## src/rtl/pump_arbiter.sv

```systemverilog
// Round-robin arbiter sharing one pump relay and per-station valves between dispense stations.
// Each grant runs valve settle, timed pumping and valve release, then pulses done or aborted.
module pump_arbiter #(
  parameter int REQUESTER_COUNT      = 4,
  parameter int NS_PER_ML            = 1000000,
  parameter int CLOCK_PERIOD_IN_NS   = 20,
  parameter int SETTLE_CYCLES        = 50000,
  parameter int MAXIMUM_VOLUME_IN_ML = 9999
) (
  input  logic                          clock,
  input  logic                          reset,
  input  logic [REQUESTER_COUNT-1:0]    request,
  input  logic [14*REQUESTER_COUNT-1:0] amount_in_ml,
  input  logic [REQUESTER_COUNT-1:0]    cancel,
  output logic [REQUESTER_COUNT-1:0]    grant,
  output logic [REQUESTER_COUNT-1:0]    valve,
  output logic                          relay,
  output logic                          busy,
  output logic [13:0]                   target_in_ml,
  output logic [13:0]                   dispensed_in_ml,
  output logic [REQUESTER_COUNT-1:0]    done,
  output logic [REQUESTER_COUNT-1:0]    aborted
);

  localparam int CYCLES_PER_ML = NS_PER_ML / CLOCK_PERIOD_IN_NS;
  localparam int PW = $clog2(REQUESTER_COUNT);
  localparam int SW = $clog2(SETTLE_CYCLES + 1);
  localparam int MW = $clog2(CYCLES_PER_ML + 1);
  localparam logic [SW-1:0] SETTLE_LAST = SW'(SETTLE_CYCLES - 1);
  localparam logic [MW-1:0] ML_LAST     = MW'(CYCLES_PER_ML - 1);
  localparam logic [13:0]   MAX_ML      = 14'(MAXIMUM_VOLUME_IN_ML);

  typedef enum logic [1:0] {IDLE, SETTLE, PUMPING, RELEASE} state_t;

  state_t                     state;
  logic [PW-1:0]              pointer;
  logic [PW-1:0]              owner;
  logic [SW-1:0]              settle_count;
  logic [MW-1:0]              ml_count;
  logic                       abort_pending;
  logic [REQUESTER_COUNT-1:0] eligible;
  logic                       win_found;
  logic [PW-1:0]              win_idx;
  logic [13:0]                win_amount;
  logic                       stop_now;

  function automatic logic [PW-1:0] wrap_add(input logic [PW-1:0] base, input int offset);
    int sum;
    sum = int'(base) + offset;
    if (sum >= REQUESTER_COUNT) sum = sum - REQUESTER_COUNT;
    return PW'(sum);
  endfunction

  // A station that just pulsed done/aborted sits out the first IDLE cycle so others get a turn.
  always_comb begin
    eligible = '0;
    for (int k = 0; k < REQUESTER_COUNT; k++)
      eligible[k] = request[k] && (amount_in_ml[14*k +: 14] != 14'd0) && !done[k] && !aborted[k];
  end

  always_comb begin
    win_found = 1'b0;
    win_idx   = '0;
    for (int i = 0; i < REQUESTER_COUNT; i++) begin
      if (!win_found && eligible[wrap_add(pointer, i)]) begin
        win_found = 1'b1;
        win_idx   = wrap_add(pointer, i);
      end
    end
  end

  assign win_amount = amount_in_ml[14*int'(win_idx) +: 14];
  assign stop_now   = cancel[owner] || !request[owner];
  assign valve      = grant;
  assign busy       = (state != IDLE);

  // Stop requests take priority over completing the last ml, so a late cancel still aborts.
  always_ff @(posedge clock or posedge reset) begin
    if (reset) begin
      state           <= IDLE;
      pointer         <= '0;
      owner           <= '0;
      grant           <= '0;
      relay           <= 1'b1;
      target_in_ml    <= '0;
      dispensed_in_ml <= '0;
      done            <= '0;
      aborted         <= '0;
      settle_count    <= '0;
      ml_count        <= '0;
      abort_pending   <= 1'b0;
    end else begin
      done    <= '0;
      aborted <= '0;
      case (state)
        IDLE: begin
          if (win_found) begin
            state           <= SETTLE;
            owner           <= win_idx;
            grant           <= REQUESTER_COUNT'(1) << win_idx;
            pointer         <= wrap_add(win_idx, 1);
            target_in_ml    <= (win_amount > MAX_ML) ? MAX_ML : win_amount;
            dispensed_in_ml <= '0;
            settle_count    <= '0;
            abort_pending   <= 1'b0;
            relay           <= 1'b1;
          end
        end
        SETTLE: begin
          if (stop_now) begin
            state         <= RELEASE;
            abort_pending <= 1'b1;
            settle_count  <= '0;
          end else if (settle_count == SETTLE_LAST) begin
            state    <= PUMPING;
            relay    <= 1'b0;
            ml_count <= '0;
          end else begin
            settle_count <= settle_count + 1'b1;
          end
        end
        PUMPING: begin
          if (stop_now) begin
            state         <= RELEASE;
            relay         <= 1'b1;
            abort_pending <= 1'b1;
            settle_count  <= '0;
          end else if (ml_count == ML_LAST) begin
            ml_count        <= '0;
            dispensed_in_ml <= dispensed_in_ml + 14'd1;
            if (dispensed_in_ml + 14'd1 == target_in_ml) begin
              state        <= RELEASE;
              relay        <= 1'b1;
              settle_count <= '0;
            end
          end else begin
            ml_count <= ml_count + 1'b1;
          end
        end
        RELEASE: begin
          if (settle_count == SETTLE_LAST) begin
            state <= IDLE;
            grant <= '0;
            if (abort_pending) aborted <= grant;
            else               done    <= grant;
          end else begin
            settle_count <= settle_count + 1'b1;
          end
        end
        default: state <= IDLE;
      endcase
    end
  end

endmodule

```

## config.mk

```make
export PLATFORM = sky130hd
export DESIGN_NAME = pump_arbiter
export DESIGN_NICKNAME = d
export VERILOG_FILES = /design/src/rtl/pump_arbiter.sv
export SDC_FILE = /design/constraint.sdc
export NUM_CORES = 1
export LEC_CHECK = 0
export ABC_AREA = 1
export CAP_MARGIN = 15
export CORE_MARGIN = 2
export CORE_UTILIZATION = 25
export DETAILED_ROUTE_END_ITERATION = 10
export SYNTH_ARGS = -nofsm -noshare
export SYNTH_HDL_FRONTEND = slang
export SYNTH_SLANG_ARGS = --single-unit
```

## constraint.sdc

```tcl
create_clock -name clock -period 4.9 [get_ports clock]
set_input_delay 0.98 -clock clock [delete_from_list [all_inputs] [get_ports clock]]
set_output_delay 0.98 -clock clock [all_outputs]
set_load 0.05 [all_outputs]
```

==> results of run 1 <==
==> worst max-delay path: cells and delay by family <==
kind / cells / cell delay [ps]
compound gates: 2 / 400
simple gates: 15 / 2230
buf+inv: 2 / 800
==> cells in the final DEF, fill, tap and decap left out, types with 9 or more instances in the layout <==
cell	n
clkbuf_16	9
ha_1	12
clkdlybuf4s50_1	111
a21oi_1	26
nand2_2	9
nand4_1	27
nor2_1	112
nand2_1	188
o21ai_0	42
xor2_1	29
o21ai_1	17
nor3_1	18
dfrtp_1	79
nand3_1	61
inv_1	104
==> stage by stage <==
stage | total power (uW) | util, % | cells
after CTS | 4490 | 32.3 | 1255
after floorplan | 3150 | - | 836
after global placement | 3780 | 31.0 | 1239
final | 4470 | 32.3 | 1255
after detailed placement | 3790 | 31.0 | 1239
after global routing | 4850 | 32.3 | 1255
==> power by group through the flow <==
stage | Clock, uW | Sequential, uW | Combinational, uW
final | 690 | 1010 | 2770
after global routing | 736 | 1030 | 3080
after CTS | 706 | 1010 | 2770
after detailed placement | 0 | 1020 | 2760
after global placement | 0 | 1020 | 2760
after floorplan | 0 | 1170 | 1980
==> final cells by class <==
cell class                      instances  area share [%]
Multi-Input combinational cell        615            43.3
Sequential cell                        80            26.7
Timing Repair Buffer                  115            15.2
Inverter                              110            5.51
Tap cell                              319            5.31
Clock buffer                           10            3.05
Clock inverter                          6           0.983
==> cells by family after synthesis <==
family	count (synthesis)	share of synthesized area (%)
AO/OA/AOI/OAI	112	11.2
XOR/XNOR	34	5.21
adder cells (fa/ha/maj)	12	2.56
buffers and inverters	141	10.3
flip-flops	80	34.2
AND/OR/NAND/NOR	457	36.5
==> per-layer routing <==
layer	track usage, %	up-vias	share of wire (%)
met5	0	-	0
li1	-	2907	-
met2	22.7	126	47
met4	4.72	0	1.7
met3	2.70	19	4.1
met1	18.5	2571	47
==> cell usage after synthesis (2+ instances only) <==
cell type	instances
nor4_1	8
nor3_2	2
buf_2	8
nor3b_1	3
o31ai_1	2
inv_1	105
o21ai_1	17
nand4_1	27
buf_4	7
a211oi_1	2
a21oi_2	7
nor2_1	112
xnor2_1	4
or2_2	2
nand2_1	188
ha_1	12
clkbuf_1	10
buf_6	5
o211ai_1	3
a21oi_1	26
o21ai_4	2
dfrtp_1	79
inv_2	3
nor3b_2	2
o21bai_1	2
xor2_1	29
nand3_2	8
clkinv_1	2
nor3_1	18
o21ai_0	42
nand3_1	61
nand2_4	2
nand3b_1	6
nand2_2	9
or2_0	2
o21a_1	2
==> state kept, by name, indices dropped and copies added, names as in the netlist <==
register         cells
dispensed_in_ml     14
aborted              4
done                 4
grant                4
state                2
relay                1
settle_count        16
ml_count            16
pointer              2
target_in_ml        14
owner                2
abort_pending        1
==> worst max path at each step <==
stage,depth (start not counted),from,endpoint,slack (ps)
6_report,19,amount_in_ml[8],target_in_ml[7],690
5_1_grt,19,amount_in_ml[13],target_in_ml[7],420
4_1_cts,19,amount_in_ml[13],target_in_ml[7],760
3_5_place_dp,19,amount_in_ml[13],target_in_ml[7],410
3_3_place_gp,19,amount_in_ml[8],target_in_ml[7],440
2_1_floorplan,1,reset,abort_pending,1870
==> metrics.md, run 1 <==
| Metric | Value |
|---|---|
| Crit share post-route | between 80% and 90% |
| Pin count of the biggest net entering global routing | 55 |
| Syn Inst Count | 836 |
| Hold buffers post-CTS | 0 |
| CTS tree | yes |
| DRC | 0 |
| Nets | between 1000 and 1500 |
| Largest cells by area after synthesis | dfrtp_1 (34%), nand2_1 (12%), nor2_1 (7.2%) |
| Top_reg_cell synth | dfrtp_1 |
| Sequential share of the synthesized area | 34.2% |
| Internal Power | roughly 2100 uW |
| Pwr dens | roughly 600 nW/um2 |
| Synth Register Bits | 80 |
| R2r worst-path depth | 16 |
| Core ar. | roughly 23000 um2 |
| Total GRT Usage | between 10% and 20% |
| Detailed Route Iter0 Violations | roughly 360 |
| WHS | around 480 ps |
| # setup viols final | 0 |
| Arrival @ worst endpoint | 4430 ps |
| First drt pass iteration count | 5 |
| # diodes | 0 |
| Leak | 0.00326 uW |
| Worst R2R End | target_in_ml[7] |
| Synthesized area | about 5900 um2 |
| Share of cells above drive strength 1 | a little over 7% |
| Required time of the critical path | ~5100 ps |
| Tightest Pin Transition | slightly above 1000 ps |
| Worst vdd ir | around 320 uV |
| Setup slack after layout | about 700 ps |
| Layout area overhead | 28.2% |
| CP Cell Sequence | clkdlybuf4s50_1, nor2_1, nand2_1, nor2_1, nand2_1, nand3_1, nand3_1, nand2_2, nand2_1, nand3_2, nand3_4, inv_2, o21ai_0, o21ai_1, nor2_1, nand2_1, nand2_2, nand2_1, nand2_1 |
| Hold-critical path endpoint | relay |
| Switch share | 53.6% |
| Internal reg-to-reg setup slack | about 1500 ps |
| Vias in the first global route | 5444 |
| Max_cap viols | 0 |
| Synth warnings | 0 |
| FFs w/ async S/R, synth | 100% |
| Post-synth top area cell | dfrtp_1 |
| Detail Route Antenna Nets | 0 |
| Worst-Skew Late Latency | ~340 ps |
| Kind of end point of the critical path | flop |
| Gr ovfl total | 0 |
| Worst-path fanout max | 36 |
| Combinational share of power | 62.0% |
| Post-place setup slack | 407 ps |
| Min-Delay Startpoint | relay |
| Vias | around 5600 |
| CP max-delay cell | clkdlybuf4s50_1 |
| Number of fill cells in the layout | about 2500 |
| Post-cts repair resize count | 0 |
| Port bufs | around 110 |
| Sw power | about 2400 uW |
| Seq pwr share | a little under a quarter |
| EDFF count, synth | 0 |
| Detailed placement HPWL | ~13000 um |
| Reg area | between 2000 and 2500 um2 |
| Num rows | 56 |
| Clock sinks | 80 |
| Root Buffer | clkbuf_16 |
| Syn Nets | approximately 910 |
| Die Width | 157 um |
| Clk buf depth | 2 |
| Post-DP Area | 7210 um2 |
| Postcts setup bufs | 0 |
| Final WL | roughly 17000 um |
| Post-synth top area share | between 30 and 40% |
| CP dominant cell by count | nand2_1 |
| Worst rel slew slack | about a third |
| Die span in y | 157 um |
| Reg clk slew, reported paths | around 60 ps |
| CTS HTree Levels | 3 |
| Final Hold Fails | 0 |
| Syn avg cell area | about 7 um2 |
| Final GP Congestion | 0.913 |
| Final Skew | 10.1 ps |
| Status | finished, final reports clean |
| Setup tns final | 0 ps |
| CP Launch Type | input pin |
| Unique masters post-synth | 53 |
| Post-DR wirelength/cell | roughly 13 um |
| Fmax | about 0.24 GHz |
| WS Path Type | input pin to flop |
| RSZ-0062 raised after global routing | no |
| Clock power share | between 15 and 20% |
| Clock buffers created by TritonCTS | 9 |
| Tmin final | ~4200 ps |
| Initial core utilization | about a quarter |
| First-pass GRT wire length | approximately 28000 um |
| Hold Path Cell Cnt | 2 |
| Fin area | 7510 um2 |
| Multi-input gate area | 3250 um2 |
| Min-Delay Path Class | flop to flop |
| Initial antenna violation count | 0 |
| Max-slew violations | 0 |
| Die area | 24700 um2 |
| Crit path largest cell delay | 430 ps |
| IO Count | approximately 110 |
| Reg2reg start | done[0] |
| Drt via density | around 4.5 |
No activity file was read; power rests on OpenSTA's default activity.
==> run 2: changes to the inputs <==
--- a/config.mk
+++ b/config.mk
@@ -5,10 +5,10 @@
 export SDC_FILE = /design/constraint.sdc
 export NUM_CORES = 1
 export LEC_CHECK = 0
-export ABC_AREA = 1
 export CAP_MARGIN = 15
 export CORE_MARGIN = 2
 export CORE_UTILIZATION = 25
+export CTS_CLUSTER_DIAMETER = 120
 export DETAILED_ROUTE_END_ITERATION = 10
 export SYNTH_ARGS = -nofsm -noshare
 export SYNTH_HDL_FRONTEND = slang
==> metrics.md, run 2 <==
| Metric | Value |
|---|---|
| Reg2reg start | done[0] |
| Reg clk slew, reported paths | 60 ps (about the same) |
| Syn Nets | 687 (-25%) |
| Detailed Route Iter0 Violations | 441 (+21%) |
| Vias in the first global route | 4886 (-10%) |
| Synthesized area | 5270 um2 (-10%) |
| Nets | 791 (-22%) |
| Vias | 4944 (-12%) |
| Total chip power | 3350 uW (-25%) |
| Final WL | 15500 um (-6.9%) |
| Die area | 22200 um2 (-9.9%) |
| First drt pass iteration count | 5 (unchanged) |
| Largest cells by area after synthesis | dfrtp_1 (38%), o21ai_0 (5.7%), mux2i_1 (5.3%) |
| Post-synth top area share | 37.5% (+3.8 points) |
| Final Hold Fails | 0 (unchanged) |
| Synth warnings | 0 (unchanged) |
| Detailed placement HPWL | 12000 um (-9.2%) |
| Clk buf depth | 2 (unchanged) |
| Commonest cells after routing, fill and taps aside | clkdlybuf4s50_1 (111), dfrtp_1 (79), nand2_1 (70), o21ai_0 (60), nor2_1 (34) |
| Setup slack after layout | 653 ps (-34.5 ps) |
| FFs w/ async S/R, synth | 100% (unchanged) |
| First-pass GRT wire length | 25500 um (-7.7%) |
| Postcts setup bufs | 0 (unchanged) |
| CTS tree | yes |
| Top_reg_cell synth | dfrtp_1 |
| # diodes | 0 (unchanged) |
| Tightest Pin Transition | 1020 ps (+3.42 ps) |
| Worst-Skew Late Latency | 340 ps (about the same) |
| Root Buffer | clkbuf_16 |
| Synth cell count leaders | dfrtp_1 (79), nand2_1 (70), o21ai_0 (60) |
| Num rows | 53 (-5.4%) |
| Status | finished, final reports clean |
| Die span in y | 149 um (-5.1%) |
| Port bufs | 111 (unchanged) |
| Hold buffers post-CTS | 0 (unchanged) |
| Initial core utilization | 25.3% (+0.10 points) |
| Max-slew violations | 0 (unchanged) |
| Fmax | 0.235 GHz (-0.81%) |
| Tmin final | 4250 ps (+34.5 ps) |
| WS Path Type | input pin to flop |
| Worst vdd ir | 186 uV (-41%) |
| Kind of end point of the critical path | flop |
| Syn avg cell area | 8.65 um2 (+23%) |
| Clock buffers created by TritonCTS | 9 (unchanged) |
| Gr ovfl total | 0 (unchanged) |
| Min-Delay Path Class | flop to flop |
| Unique masters post-synth | 65 (+23%) |
| WHS | 480 ps (-1.96 ps) |
| Final core utilization | 33.5% (+1.2 points) |
| IO Count | 112 (unchanged) |
| CP Launch Point | amount_in_ml[0] |
| Post-synth top area cell | dfrtp_1 |
| Setup tns final | 0 ps (unchanged) |
| Clock sinks | 80 (unchanged) |
| Die Width | 149 um (-5.1%) |
| Arrival @ worst endpoint | 4520 ps (+90 ps) |
| CP Launch Type | input pin |
| # setup viols final | 0 (unchanged) |
| Final Skew | 10.4 ps (+0.294 ps) |
| Layout area overhead | 32.7% |
| Sequential share of the synthesized area | 38.0% (+3.9 points) |
| Syn Inst Count | 609 (-27%) |
| Initial antenna violation count | 0 (unchanged) |
| Min-Delay Startpoint | relay |
| RSZ-0062 raised after global routing | no |
| Share of cells above drive strength 1 | 6.13% (-0.92 points) |
| Regs by FF count | ml_count (16), settle_count (16) |
| Post-DR wirelength/cell | 15.6 um (+18%) |
| Drt via density | 4.98 (+11%) |
| Synth Register Bits | 80 (unchanged) |
| Leak | 0.00278 uW (-15%) |
| Post-cts repair resize count | 0 (unchanged) |
| Post-place setup slack | 378 ps (-29.3 ps) |
| Worst rel slew slack | 29.7% (-2.2 points) |
| Detail Route Antenna Nets | 0 (unchanged) |
| Pin count of the biggest net entering global routing | 56 (+1.8%) |
| EDFF count, synth | 0 (unchanged) |
| Final GP Congestion | 0.871 (-4.6%) |
| Most common cell in the synthesized netlist | dfrtp_1 |
| CTS HTree Levels | 3 (unchanged) |
| Required time of the critical path | 5170 ps (+50 ps) |
| Core ar. | 20800 um2 (-10%) |
| Total GRT Usage | 14.3% (+0.38 points) |
| Max_cap viols | 0 (unchanged) |
| DRC | 0 (unchanged) |
| Number of fill cells in the layout | 2177 (-14%) |
| Pwr dens | 479 nW/um2 (-20%) |
| Crit share post-route | 86.7% (+0.70 points) |
| Commonest non-fill, non-tap cell in the layout | clkdlybuf4s50_1 |
| Worst-path fanout max | 13 (-64%) |
==> run 2: changes by cell type after synthesis, sizes merged, moves of 11 or more <==
cell,previous run,this run
a211oi,2,14
mux2i,0,28
xor2,29,8
inv,108,28
nand2,199,70
nor2,113,34
and3,0,20
nand2b,0,11
nand3,70,25
nand4,29,12
o31ai,2,20
a21oi,33,19
==> run 2: critical path, cell delays in order <==
cell             delay, ps
clkdlybuf4s50_1        420
nor4_1                 490
nand4_1                300
nand3_2                170
a211oi_1               120
a211oi_4               620
inv_2                  200
a211oi_1               370
o22ai_1                240
a311o_1                460
o21ai_2                140
==> run 2: path summary, 6_finish.rpt <==
| path | endpoint | slack [ps] | cells past startpoint |
|---|---|---|---|
| worst max register to register | target_in_ml[9] | 1630 | 8 |
| min in group asynchronous | settle_count[12] | 1140 | 2 |
| worst min-delay path | relay | 480 | 2 |
| max in group asynchronous | settle_count[1] | 2890 | 3 |
| worst min register to register | relay | 480 | 2 |
| worst max-delay path | target_in_ml[5] | 650 | 11 |
==> run 2: metal layers <==
layer | up-vias | track usage (%) | part of all wire (%)
li1 | 2439 | - | -
met1 | 2381 | 19.8 | 48
met2 | 104 | 22.6 | 45
met3 | 20 | 2.72 | 4.6
met4 | 0 | 4.57 | 1.6
met5 | - | 0 | 0
==> run 2: report_power, final <==
group          switching, uW  internal [uW]
clock                    270            461
combinational           1060            623
sequential               151            779
==> run 2: final cells by class <==
| cell class | instances | area (um2) | share of cell area, % |
|---|---|---|---|
| multi-input cells | 473 | 3030 | 43.3 |
| flip-flops and latches | 80 | 2000 | 28.7 |
| repair buffers | 121 | 1190 | 17.0 |
| well taps | 275 | 344 | 4.93 |
| clock buffers | 13 | 250 | 3.58 |
| inverters | 28 | 106 | 1.52 |
| clock inverters | 3 | 67.6 | 0.967 |
==> run 2: cells by family after synthesis <==
family                     synth area share [%]
DFF                                        38.0
xor gates and xnor gates                   3.33
and+or+nand+nor                            26.0
adders and majority gates                  2.85
muxes                                      5.75
buffers and inverters                      4.61
AOI/OAI and AO/OA                          19.4
==> run 2: through the flow <==
step           area (um2)  std cells
3_3_place_gp         6670        977
2_1_floorplan        5270        609
3_5_place_dp         6670        977
6_report             6980        993
4_1_cts              6980        993
5_1_grt              6980        993
